--- config.mk ---
export PLATFORM = sky130hd
export DESIGN_NAME = proc_frame_ctrl
export DESIGN_NICKNAME = d
export VERILOG_FILES = /design/src/rtl/proc_ctrl_pkg.sv /design/src/rtl/proc_geom_chk.sv /design/src/rtl/proc_frame_ctrl.sv
export SDC_FILE = /design/constraint.sdc
export NUM_CORES = 1
export LEC_CHECK = 0
export ABC_CLOCK_PERIOD_IN_PS = 2500
export BUFFER_PORTS_ARGS = -buffer_cell sky130_fd_sc_hd__buf_2
export CAP_MARGIN = 25
export CORE_MARGIN = 4
export CORE_UTILIZATION = 34
export CTS_CLUSTER_DIAMETER = 100
export DETAILED_ROUTE_END_ITERATION = 16
export MAX_ROUTING_LAYER = met4
export PLACE_DENSITY = 0.61
export SYNTH_ARGS = -nofsm -noshare
export SYNTH_HDL_FRONTEND = slang
export SYNTH_SLANG_ARGS = --single-unit
--- constraint.sdc ---
create_clock -name clk -period 2.5 [get_ports clk]
set_input_delay 0.375 -clock clk [delete_from_list [all_inputs] [get_ports clk]]
set_output_delay 0.375 -clock clk [all_outputs]
set_load 0.005 [all_outputs]
--- src/rtl/proc_ctrl_pkg.sv ---
// Shared types and constants for the frame controller: FSM encoding, config addresses,
// default geometry and the position widths derived from it.
package proc_ctrl_pkg;

  typedef enum logic [1:0] {
    ST_IDLE = 2'd0,
    ST_ARM  = 2'd1,
    ST_RUN  = 2'd2
  } state_t;

  localparam logic [1:0] CFG_MODE   = 2'd0;
  localparam logic [1:0] CFG_THRESH = 2'd1;

  localparam int DEF_IW = 640;
  localparam int DEF_IH = 480;
  localparam int XPOS_W = $clog2(DEF_IW);
  localparam int YPOS_W = $clog2(DEF_IH);

  // Frame counter holds at 255 rather than wrapping.
  function automatic logic [7:0] sat_inc8(input logic [7:0] v);
    return (v == 8'hFF) ? v : v + 8'd1;
  endfunction

endpackage

--- src/rtl/proc_geom_chk.sv ---
// Sticky geometry checker: flags any line whose length is not ACTIVE_IW or any frame whose
// line count is not ACTIVE_IH while the controller is running; error cleared by clr.
module proc_geom_chk
  import proc_ctrl_pkg::*;
#(
  parameter int ACTIVE_IW = DEF_IW,
  parameter int ACTIVE_IH = DEF_IH
) (
  input  logic clk,
  input  logic rst_n,
  input  logic de,
  input  logic de_fall,
  input  logic vs_rise,
  input  logic run,
  input  logic first_frame,
  input  logic clr,
  output logic geom_err
);

  localparam int XCW = $clog2(ACTIVE_IW + 1);
  localparam int YCW = $clog2(ACTIVE_IH + 1);
  localparam logic [XCW-1:0] IW_C = XCW'(ACTIVE_IW);
  localparam logic [YCW-1:0] IH_C = YCW'(ACTIVE_IH);

  logic [XCW-1:0] x_cnt_q, x_cnt_d;
  logic [YCW-1:0] y_cnt_q, y_cnt_d;
  logic           err_q, err_d;

  always_comb begin
    x_cnt_d = x_cnt_q;
    y_cnt_d = y_cnt_q;
    err_d   = err_q;

    if (de)           x_cnt_d = x_cnt_q + XCW'(1);
    else if (de_fall) x_cnt_d = '0;

    if (vs_rise)      y_cnt_d = '0;
    else if (de_fall) y_cnt_d = y_cnt_q + YCW'(1);

    if (clr) begin
      err_d = 1'b0;
    end else if (run) begin
      if (de_fall && (x_cnt_q != IW_C)) err_d = 1'b1;
      // The sync that enters RUN closes a partial frame, so its line count means nothing.
      if (vs_rise && !first_frame && (y_cnt_q != IH_C)) err_d = 1'b1;
    end
  end

  always_ff @(posedge clk or negedge rst_n) begin
    if (!rst_n) begin
      x_cnt_q <= '0;
      y_cnt_q <= '0;
      err_q   <= 1'b0;
    end else begin
      x_cnt_q <= x_cnt_d;
      y_cnt_q <= y_cnt_d;
      err_q   <= err_d;
    end
  end

  assign geom_err = err_q;

endmodule

--- src/rtl/proc_frame_ctrl.sv ---
// Frame controller: arms on start, aligns to vsync, gates de for frame_num frames (0 = forever).
// Outputs are 1 cycle behind the inputs; no backpressure. PROC_CTRL_GEOM_CHK_EN builds the geometry checker.
module proc_frame_ctrl
  import proc_ctrl_pkg::*;
#(
  parameter int         ACTIVE_IW  = DEF_IW,
  parameter int         ACTIVE_IH  = DEF_IH,
  parameter logic [1:0] DEF_MODE   = 2'd0,
  parameter logic [7:0] DEF_THRESH = 8'd150
) (
  input  logic                         clk,
  input  logic                         rst_n,
  input  logic                         pre_frame_vsync,
  input  logic                         pre_frame_de,
  input  logic                         start,
  input  logic                         stop,
  input  logic [7:0]                   frame_num,
  input  logic                         cfg_we,
  input  logic [1:0]                   cfg_addr,
  input  logic [7:0]                   cfg_wdata,
  output logic                         proc_vsync,
  output logic                         proc_de,
  output logic [$clog2(ACTIVE_IW)-1:0] xpos,
  output logic [$clog2(ACTIVE_IH)-1:0] ypos,
  output logic [1:0]                   mode,
  output logic [7:0]                   threshold,
  output logic                         busy,
  output logic                         frame_done,
  output logic                         all_done,
  output logic [7:0]                   frame_cnt,
  output logic                         geom_err
);

  localparam int XW  = $clog2(ACTIVE_IW);
  localparam int YW  = $clog2(ACTIVE_IH);
  // Counters need one extra code so a full line/frame count is representable.
  localparam int XCW = $clog2(ACTIVE_IW + 1);
  localparam int YCW = $clog2(ACTIVE_IH + 1);

  state_t         state_q, state_d;
  logic           vs_r_q, de_r_q;
  logic [XCW-1:0] x_cnt_q, x_cnt_d;
  logic [YCW-1:0] y_cnt_q, y_cnt_d;
  logic           proc_vsync_q, proc_vsync_d;
  logic           proc_de_q, proc_de_d;
  logic [XW-1:0]  xpos_q, xpos_d;
  logic [YW-1:0]  ypos_q, ypos_d;
  logic           frame_done_q, frame_done_d;
  logic           all_done_q, all_done_d;
  logic [7:0]     frame_cnt_q, frame_cnt_d;
  logic           stop_req_q, stop_req_d;
  logic [1:0]     mode_sh_q, mode_sh_d, mode_act_q, mode_act_d;
  logic [7:0]     thr_sh_q, thr_sh_d, thr_act_q, thr_act_d;

  logic vs_rise, de_fall, start_ok;

  assign vs_rise  = pre_frame_vsync & ~vs_r_q;
  assign de_fall  = ~pre_frame_de & de_r_q;
  assign start_ok = (state_q == ST_IDLE) & start & ~stop;

  // Pixel/line counters and the aligned datapath outputs.
  always_comb begin
    x_cnt_d = x_cnt_q;
    y_cnt_d = y_cnt_q;

    if (pre_frame_de) x_cnt_d = x_cnt_q + XCW'(1);
    else if (de_fall) x_cnt_d = '0;

    if (vs_rise)      y_cnt_d = '0;
    else if (de_fall) y_cnt_d = y_cnt_q + YCW'(1);

    proc_vsync_d = pre_frame_vsync;
    proc_de_d    = pre_frame_de & (state_q == ST_RUN);
    xpos_d       = x_cnt_q[XW-1:0];
    ypos_d       = y_cnt_q[YW-1:0];
  end

  always_comb begin
    state_d      = state_q;
    frame_done_d = 1'b0;
    all_done_d   = 1'b0;
    frame_cnt_d  = frame_cnt_q;
    stop_req_d   = stop_req_q;

    case (state_q)
      ST_IDLE: begin
        stop_req_d = 1'b0;
        if (start_ok) begin
          state_d     = ST_ARM;
          frame_cnt_d = '0;
        end
      end
      ST_ARM: begin
        if (stop)         state_d = ST_IDLE;
        else if (vs_rise) state_d = ST_RUN;
      end
      ST_RUN: begin
        if (stop) stop_req_d = 1'b1;
        if (vs_rise) begin
          frame_done_d = 1'b1;
          frame_cnt_d  = sat_inc8(frame_cnt_q);
          // A stop landing on the closing sync counts as pending for that frame.
          if (((frame_num != 8'd0) && (frame_cnt_d == frame_num)) || stop_req_q || stop) begin
            all_done_d = 1'b1;
            state_d    = ST_IDLE;
            stop_req_d = 1'b0;
          end
        end
      end
      default: state_d = ST_IDLE;
    endcase
  end

  // Config shadows; active copies only move at frame boundaries once armed.
  always_comb begin
    mode_sh_d  = mode_sh_q;
    thr_sh_d   = thr_sh_q;
    mode_act_d = mode_act_q;
    thr_act_d  = thr_act_q;

    if (cfg_we) begin
      case (cfg_addr)
        CFG_MODE:   mode_sh_d = cfg_wdata[1:0];
        CFG_THRESH: thr_sh_d  = cfg_wdata;
        default: ;
      endcase
    end

    if (state_q == ST_IDLE) begin
      mode_act_d = mode_sh_d;
      thr_act_d  = thr_sh_d;
    end else if (vs_rise) begin
      mode_act_d = mode_sh_q;
      thr_act_d  = thr_sh_q;
    end
  end

  always_ff @(posedge clk or negedge rst_n) begin
    if (!rst_n) begin
      state_q      <= ST_IDLE;
      vs_r_q       <= 1'b0;
      de_r_q       <= 1'b0;
      x_cnt_q      <= '0;
      y_cnt_q      <= '0;
      proc_vsync_q <= 1'b0;
      proc_de_q    <= 1'b0;
      xpos_q       <= '0;
      ypos_q       <= '0;
      frame_done_q <= 1'b0;
      all_done_q   <= 1'b0;
      frame_cnt_q  <= '0;
      stop_req_q   <= 1'b0;
      mode_sh_q    <= DEF_MODE;
      mode_act_q   <= DEF_MODE;
      thr_sh_q     <= DEF_THRESH;
      thr_act_q    <= DEF_THRESH;
    end else begin
      state_q      <= state_d;
      vs_r_q       <= pre_frame_vsync;
      de_r_q       <= pre_frame_de;
      x_cnt_q      <= x_cnt_d;
      y_cnt_q      <= y_cnt_d;
      proc_vsync_q <= proc_vsync_d;
      proc_de_q    <= proc_de_d;
      xpos_q       <= xpos_d;
      ypos_q       <= ypos_d;
      frame_done_q <= frame_done_d;
      all_done_q   <= all_done_d;
      frame_cnt_q  <= frame_cnt_d;
      stop_req_q   <= stop_req_d;
      mode_sh_q    <= mode_sh_d;
      mode_act_q   <= mode_act_d;
      thr_sh_q     <= thr_sh_d;
      thr_act_q    <= thr_act_d;
    end
  end

  assign proc_vsync = proc_vsync_q;
  assign proc_de    = proc_de_q;
  assign xpos       = xpos_q;
  assign ypos       = ypos_q;
  assign mode       = mode_act_q;
  assign threshold  = thr_act_q;
  assign busy       = (state_q != ST_IDLE);
  assign frame_done = frame_done_q;
  assign all_done   = all_done_q;
  assign frame_cnt  = frame_cnt_q;

`ifdef PROC_CTRL_GEOM_CHK_EN
  proc_geom_chk #(
    .ACTIVE_IW (ACTIVE_IW),
    .ACTIVE_IH (ACTIVE_IH)
  ) u_geom_chk (
    .clk         (clk),
    .rst_n       (rst_n),
    .de          (pre_frame_de),
    .de_fall     (de_fall),
    .vs_rise     (vs_rise),
    .run         (state_q == ST_RUN),
    .first_frame (state_q == ST_ARM),
    .clr         (start_ok),
    .geom_err    (geom_err)
  );
`else
  assign geom_err = 1'b0;
`endif

endmodule

==> flow_summary_export.csv, run 1 <==
group,metric,value,unit
outcome,status,"completed",
die,start_util,0.351,
clock_network,clk_latency,0.34,ns
power_and_ir_drop,p_leak,2.00,nW
setup_path,critPathKind,"reg2reg",
drt,wl_per_cell,14.1,um
yosys,synthMuxAreaShare,0.0729,
clock_network,hold_buffers,0,
yosys,yosysTopAreaCell,"dfrtp_1",
layout,drive_gt1_frac,0.296,
run,maxCapViolCount,0,
die,pin_count,68,
drt,ant_nets,0,
clock_network,cts_buffers,9,
global_route,first_global_vias,2584,
yosys,yosysWarnings,0,
sta,tightest_slew,0.913,ns
global_route,grt-ovfl-total,0,
setup_path,cp-start-kind,"register",
yosys,async_flop_share,1.00,
sta,finalCritPeriodShare,0.892,
yosys,synth_top_family_by_area,"simple AND/OR/NAND/NOR gates",
setup_path,arrival,2.42,ns
global_route,antenna_found_initial,0,
yosys,mappedNetlistArea,0.00347,mm^2
clock_network,clock-sinks,74,
power_and_ir_drop,power,2.78,mW
sta,fin_tns_setup,0,ns
yosys,synthSimpleGateAreaFrac,0.169,
setup_path,reg2reg_to,"state_q[1]",
drt,dr.pass1.iters,4,
drt,dr_total_vias,2692,
yosys,netlist.area_leader.share,0.476,
global_route,grt_max_degree,75,
power_and_ir_drop,powerDensity,673,mW/mm^2
drt,drt-vias-per-instance,5.03,
sta,clock.fmax,448,MHz
placement,place.gp.congestion,0.847,
placement,io_buffers,66,
yosys,synthFlopType,"dfrtp_1",
layout,fin_util,0.419,
die,die_y,109,um
power_and_ir_drop,ir_drop,387,uV
hold_path,hold_class,"in2async",
yosys,syn_nets,356,
die,die_width,109,um
global_route,grt_use_total,0.139,
sta,setup_violations,0,
sta,grt_setup_unrepaired,"false",
drt,drt_iter0_drc,119,
layout,nets,425,
setup_path,r2r_cells,7,
setup_path,regToRegSetupSlack,0.27,ns
layout,areaGrowthSynthToFinish,19.2,%
yosys,synthXorXnorAreaFrac,0.0274,
clock_network,cts_tree,"done",
sta,maxSlewHeadroom,0.392,
drt,drc,0,
clock_network,htree_levels,3,
clock_network,post_cts_buffers,0,
die,rows,36,
placement,hpwl,5.40,mm
setup_path,startpoint,"frame_cnt[1]",
setup_path,rr_startpoint,"frame_cnt[1]",
yosys,synth_edf_count,0,
setup_path,required,2.69,ns
yosys,synth_fa_ha_area_frac,0.0108,
sta,min_period,2.23,ns
sta,finalHoldViolCount,0,
clock_network,ctsRootBufferMaster,"clkbuf_8",
layout,final_common_cell,"dfrtp_1",
clock_network,clk_pin_slew,0.08,ns
yosys,ys_types,58,
die,core_area,0.00986,mm^2
drt,routed_wl,7.56,mm
yosys,synth_compound_area_frac,0.142,
layout,antennaDiodeCount,0,
yosys,ys_ff_latch,74,
layout,final_cell_mix,"dfrtp_1, buf_2, nand2_1",
yosys,synth_area_leaders,"dfrtp_1, dfstp_2, mux2i_1",
clock_network,cts_buffer_depth,2,
setup_path,end_kind,"register",
sta,drv_slew,0,
setup_path,path_max_fanout,10,
yosys,ys_seq_area_frac,0.537,
yosys,synthCells,328,
yosys,syn_area_per_cell,10.6,um^2
sta,fin_skew,0.0112,ns
setup_path,crit_end,"state_q[1]",
die,dieArea,0.0119,mm^2
global_route,grt_pass1_wl,12.7,mm
cell usage after synthesis (5+ instances only):
cell,number
a21oi_1,16
a31oi_1,8
and3_1,5
buf_4,5
dfrtp_1,66
dfstp_2,8
inv_1,9
mux2_2,10
mux2i_1,14
nand2_1,29
nand2b_1,6
nand3_1,14
nand4_1,8
nor2_1,21
nor3_1,6
o21ai_0,24
xor2_1,6
worst min path at each step:
stage	to	cells after the start	slack (ns)	start
2_1_floorplan	all_done	0	0.08	rst_n
3_3_place_gp	xpos[9]	0	0.39	x_cnt_q[9]
5_1_grt	proc_vsync	1	0.17	pre_frame_vsync
6_report	threshold[3]	1	0.16	rst_n
3_5_place_dp	ypos[8]	0	0.39	y_cnt_q[8]
4_1_cts	proc_vsync	1	0.16	pre_frame_vsync
cells by family after synthesis:
family | Yosys count
buffers and inverters | 25
other | 1
flip-flops | 74
adder cells (fa/ha/maj) | 3
multiplexers | 24
XOR/XNOR | 10
AND/OR/NAND/NOR | 113
AO/OA/AOI/OAI | 78
sequential cells by signal, summed over array words and instances (netlist names):
name / flops
x_cnt_q: 10
mode_sh_q: 2
ypos: 9
threshold: 8
frame_cnt: 8
proc_vsync: 1
xpos: 10
all_done: 1
proc_de: 1
mode: 2
thr_sh_q: 8
de_r_q: 1
state_q: 2
frame_done: 1
y_cnt_q: 9
stop_req_q: 1
per-layer routing:
metal | track usage | share of wire
met1 | 0.185 | 0.47
met5 | - | 0
met4 | 0.0577 | 0.016
met2 | 0.204 | 0.45
met3 | 0.0349 | 0.063
layout make-up:
| cell class | count | area (um^2) |
|---|---|---|
| Clock inverter | 5 | 60.1 |
| Fill cell | 988 | 5730 |
| Clock buffer | 11 | 151 |
| Multi-Input combinational cell | 229 | 1470 |
| Sequential cell | 74 | 1860 |
| Timing Repair Buffer | 73 | 385 |
| Tap cell | 133 | 166 |
| Inverter | 10 | 37.5 |
timing repair:
action | 4_1_cts | 5_1_grt
gates resized for setup | 0 | 1
setup endpoints to repair | 0 | 1
hold endpoints to repair | 0 | 0
power breakdown:
part / internal, mW / switching, mW / leakage, nW
Sequential: 1.34 / 0.0805 / 0.964
Clock: 0.519 / 0.447 / 0.106
Combinational: 0.183 / 0.205 / 0.926
Total: 2.05 / 0.733 / 2.00
through the flow:
stage	hold WS (ns)	std cells	instance area [um^2]	setup WS (ns)
after floorplan	0.0794	328	3470	0.517
after global placement	0.386	519	3920	0.290
after detailed placement	0.389	519	3920	0.168
after CTS	0.157	535	4130	0.175
after global routing	0.166	535	4130	0.0973
final	0.156	535	4130	0.269
worst max-delay path: stages, from the launching register on:
cell,delay [ns]
dfrtp_1,0.50
ha_2,0.36
and3_4,0.26
and3_1,0.16
o21ai_1,0.05
a22o_1,0.24
nor4_2,0.39
a31oi_1,0.13
(Power assumes the default switching activity.)
==> run 2, diff against run 1 <==
CORE_UTILIZATION = 51   (was 34)
PLACE_DENSITY = 0.82   (was 0.61)
==> run 2 against run 1 <==
Compared with the run above: power decreased by 1.6%; register-to-register slack worse by 0.02 ns; sequential power about the same; utilization up 21 points; combinational power is 1% higher; wire length rose by 0.38%; die area shrank 31%; clock power down 5.9%; sequential share of layout area up 0.93 points; critical path type unchanged; critical endpoint unchanged; largest cell class unchanged; highest routed layer unchanged.
==> flow_summary_export.csv, run 2 (synthesis results as in run 1) <==
group,metric,value,unit
outcome,status,"completed",
sta,maxSlewHeadroom,0.405,
die,pin_count,68,
layout,final_cell_mix,"dfrtp_1, buf_2, nand2_1",
layout,fin_util,0.627,
sta,clock.fmax,445,MHz
placement,hpwl,5.41,mm
sta,drv_slew,0,
sta,fin_skew,0.0106,ns
setup_path,end_kind,"register",
clock_network,clock-sinks,74,
layout,final_area,0.00405,mm^2
sta,fin_tns_setup,0,ns
drt,dr_total_vias,2712,
sta,finalHoldViolCount,0,
clock_network,post_cts_buffers,0,
drt,drc,0,
sta,finalCritPeriodShare,0.899,
clock_network,cts_buffer_depth,2,
sta,setup_violations,0,
sta,grt_setup_unrepaired,"false",
placement,io_buffers,66,
setup_path,cp-start-kind,"register",
die,die_y,90.5,um
drt,drt-vias-per-instance,5.65,
sta,tightest_slew,0.892,ns
placement,post-place-ws,0.234,ns
global_route,grt-ovfl-total,0,
hold_path,hold_class,"in2async",
setup_path,required,2.71,ns
drt,ant_nets,0,
drt,routed_wl,7.59,mm
global_route,first_global_vias,2721,
clock_network,ctsRootBufferMaster,"clkbuf_8",
power_and_ir_drop,p_leak,1.99,nW
sta,setup_slack,0.252,ns
clock_network,cts_tree,"done",
drt,drt_iter0_drc,141,
power_and_ir_drop,powerDensity,676,mW/mm^2
clock_network,clk_latency,0.34,ns
die,die_width,90.5,um
global_route,grt_max_degree,43,
layout,nets,426,
run,maxCapViolCount,0,
drt,wl_per_cell,15.8,um
clock_network,ctsResizeCount,0,
global_route,grt_pass1_wl,12.9,mm
clock_network,htree_levels,3,
setup_path,critPathKind,"reg2reg",
clock_network,cts_buffers,9,
setup_path,path_max_fanout,9,
die,dieArea,0.00818,mm^2
die,rows,29,
global_route,antenna_found_initial,1,
layout,areaGrowthSynthToFinish,16.8,%
clock_network,hold_buffers,0,
power_and_ir_drop,ir_drop,446,uV
placement,place_area,0.00385,mm^2
clock_network,clk_pin_slew,0.08,ns
placement,place.gp.congestion,0.949,
die,core_area,0.00646,mm^2
die,start_util,0.537,
drt,dr.pass1.iters,5,
global_route,grt_use_total,0.199,
sta,min_period,2.25,ns
setup_path,arrival,2.46,ns
layout,drive_gt1_frac,0.291,
-- run 2: cell types whose count changed in the layout (fill, tap and decap cells not counted), sizes merged --
cell and change:
diode +1, buf +1, clkinv -1
-- run 2: layout make-up --
cell class / count / area (um^2)
Fill cell: 552 / 2410
Sequential cell: 74 / 1860
Multi-Input combinational cell: 229 / 1470
Timing Repair Buffer: 74 / 390
Clock buffer: 11 / 141
Tap cell: 77 / 96.3
Clock inverter: 4 / 51.3
Inverter: 10 / 37.5
Antenna cell: 1 / 2.50
-- run 2: final timing paths --
check / start / end / slack, ns / depth (start not counted)
worst min-delay path: rst_n / xpos[5] / 0.15 / 1
max in group asynchronous: rst_n / y_cnt_q[4] / 1.62 / 2
worst max register to register: frame_cnt[1] / state_q[1] / 0.25 / 7
worst max-delay path: frame_cnt[1] / state_q[1] / 0.25 / 7
min in group clk: pre_frame_vsync / proc_vsync / 0.17 / 1
worst min register to register: y_cnt_q[8] / ypos[8] / 0.40 / 0
-- run 2: stage by stage --
stage / total power, mW / hold slack [ns] / cells
6_report: 2.74 / 0.147 / 480
4_1_cts: 2.77 / 0.155 / 479
3_3_place_gp: 1.83 / 0.385 / 464
2_1_floorplan: 1.65 / 0.0794 / 328
3_5_place_dp: 1.85 / 0.383 / 464
5_1_grt: 2.88 / 0.164 / 480
-- run 2: power breakdown --
group,total [mW],switching (mW),internal [mW]
clock network,0.909,0.424,0.485
registers,1.43,0.0880,1.35
logic,0.393,0.208,0.185
-- run 2: critical path, cell delays in order (launching register included) --
cell and delay, ns:
dfrtp_1 0.48, ha_1 0.39, and3_4 0.28, and3_1 0.16, o21ai_1 0.05, a22o_1 0.25
nor4_2 0.37, a31oi_1 0.14
-- run 2: metal layers --
layer | vias to the layer above | GRT usage | share of wire
met2 | 72 | 0.313 | 0.48
met4 | 0 | 0.0727 | 0.015
met3 | 13 | 0.0467 | 0.054
li1 | 1314 | - | -
met1 | 1313 | 0.253 | 0.45
met5 | - | - | 0
==> run 3, diff against run 2 <==
ABC_CLOCK_PERIOD_IN_PS = 1950   (was 2500)
CORE_UTILIZATION = 50   (was 51)
PLACE_DENSITY = 0.83   (was 0.82)
clock period = 1.95 ns   (was 2.5 ns; I/O delays follow)
==> run 3 against run 2 <==
Compared with the run above: first-iteration DRC count is 2.8% higher; via count increased by 7.5%; cell count grew 6.0%; count of clock-buffer cells in the layout did not move; setup slack lost 0.23 ns; highest routed layer unchanged; critical path type unchanged; sequential power increased by 28%; power up 31%.
==> flow_summary_export.csv, run 3 (synthesis results as in run 1) <==
group,metric,value,unit
setup_path,arrival,2.13,ns
die,rows,30,
drt,dr.pass1.iters,4,
layout,final_common_cell,"buf_2",
placement,post-place-ws,-0.164,ns
die,die_width,91.3,um
layout,fillers,554,
setup_path,crit_end,"state_q[1]",
placement,io_buffers,66,
clock_network,clock-sinks,74,
clock_network,htree_levels,3,
power_and_ir_drop,p_int,2.65,mW
global_route,grt_pass1_wl,12.8,mm
clock_network,cts_tree,"done",
sta,fin_tns_setup,0,ns
hold_path,hold_class,"in2reg",
setup_path,startpoint,"frame_cnt[0]",
setup_path,reg2reg_to,"state_q[1]",
layout,drive_gt1_frac,0.368,
setup_path,cp-start-kind,"register",
global_route,first_global_vias,2693,
global_route,grt_use_total,0.194,
sta,fin_skew,0.00957,ns
sta,grt_setup_unrepaired,"true",
layout,final_cell_mix,"buf_2, dfrtp_1, buf_4",
outcome,status,"completed",
power_and_ir_drop,ir_drop,552,uV
drt,drc,0,
global_route,grt-ovfl-total,0,
power_and_ir_drop,p_clk_frac,0.340,
die,core_area,0.00676,mm^2
setup_path,critPathKind,"reg2reg",
drt,dr_total_vias,2915,
sta,setup_slack,0.0225,ns
layout,nets,452,
setup_path,path_max_fanout,5,
sta,clock.fmax,519,MHz
clock_network,clk_latency,0.34,ns
placement,hpwl,5.37,mm
setup_path,required,2.15,ns
global_route,antenna_found_initial,0,
power_and_ir_drop,p_leak,2.15,nW
placement,place.gp.congestion,0.915,
setup_path,regToRegSetupSlack,0.02,ns
power_and_ir_drop,seq_power_share,0.509,
drt,routed_wl,7.96,mm
sta,finalHoldViolCount,0,
power_and_ir_drop,powerDensity,817,mW/mm^2
drt,drt_iter0_drc,145,
sta,drv_slew,0,
setup_path,r2r_cells,8,
clock_network,ctsRootBufferMaster,"clkbuf_8",
power_and_ir_drop,p_sw,0.942,mW
setup_path,end_kind,"register",
global_route,grt_max_degree,75,
sta,setup_violations,0,
die,pin_count,68,
power_and_ir_drop,swShare,0.262,
clock_network,cts_buffer_depth,2,
drt,wl_per_cell,15.6,um
die,start_util,0.513,
drt,drt-vias-per-instance,5.73,
sta,finalCritPeriodShare,0.988,
layout,antennaDiodeCount,0,
clock_network,clk_pin_slew,0.08,ns
layout,areaGrowthSynthToFinish,26.9,%
die,dieArea,0.00833,mm^2
clock_network,cts_buffers,9,
run,maxCapViolCount,0,
sta,min_period,1.93,ns
drt,ant_nets,0,
setup_path,rr_startpoint,"frame_cnt[0]",
power_and_ir_drop,p_comb_frac,0.151,
sta,fin_hold_ws,0.111,ns
die,die_y,91.3,um
[run 3: cell count changes in the layout (fill, tap and decap cells not counted), sizes merged]
cell         change
buf             +25
clkinv           +1
diode            -1
dlygate4sd3      +1
[run 3: how the worst min path moves through the flow]
stage	start	endpoint	depth (start not counted)
after floorplan	rst_n	all_done	0
after CTS	pre_frame_vsync	proc_vsync	1
after detailed placement	rst_n	thr_sh_q[6]	2
final	pre_frame_vsync	proc_vsync	1
after global placement	rst_n	thr_sh_q[6]	2
after global routing	pre_frame_vsync	proc_vsync	1
[run 3: per-layer routing]
metal	GRT usage	vias up	routed length [um]
met5	-	-	0
met3	0.0514	12	560
met2	0.300	108	3920
met4	0.0590	0	103
met1	0.252	1416	3370
li1	-	1379	-
[run 3: timing repair]
item | 4_1_cts | 5_1_grt
hold buffers | 1 | 0
endpoints found under the hold margin | 66 | 0
buffers inserted | 0 | 8
pin swaps | 0 | 10
gates resized for setup | 4 | 18
cloned | 0 | 0
endpoints found under the setup margin | 2 | 2
[run 3: cell type report]
class                   count  area, um^2  share of cell area
inverters                  10        37.5             0.00853
clock buffers              11         151              0.0344
well taps                  80         100              0.0228
flip-flops and latches     74        1870               0.424
repair buffers            100         608               0.138
multi-input cells         229        1580               0.358
clock inverters             5        60.1              0.0137
[run 3: power by group through the flow]
stage / clock [mW] / combinational, mW / sequential, mW
5_1_grt: 1.33 / 0.617 / 1.86
3_3_place_gp: 0 / 0.506 / 1.85
3_5_place_dp: 0 / 0.522 / 1.86
2_1_floorplan: 0 / 0.266 / 1.85
4_1_cts: 1.26 / 0.536 / 1.83
6_report: 1.22 / 0.544 / 1.83
[run 3: critical path, stage by stage, from the launching register on]
cell     delay [ns]
dfrtp_2        0.43
ha_4           0.18
buf_6          0.12
buf_6          0.12
a31oi_4        0.18
or3_1          0.14
nand4_1        0.14
nor4_4         0.37
a31oi_1        0.12
[run 3: stage by stage]
| step | util | power, mW | instance area [um^2] | std cells |
|---|---|---|---|---|
| CTS | 0.629 | 3.63 | 4250 | 501 |
| floorplan | - | 2.12 | 3470 | 328 |
| global placement | 0.592 | 2.35 | 4000 | 484 |
| global route | 0.651 | 3.80 | 4400 | 509 |
| detailed placement | 0.592 | 2.38 | 4000 | 484 |
| finish | 0.651 | 3.59 | 4400 | 509 |
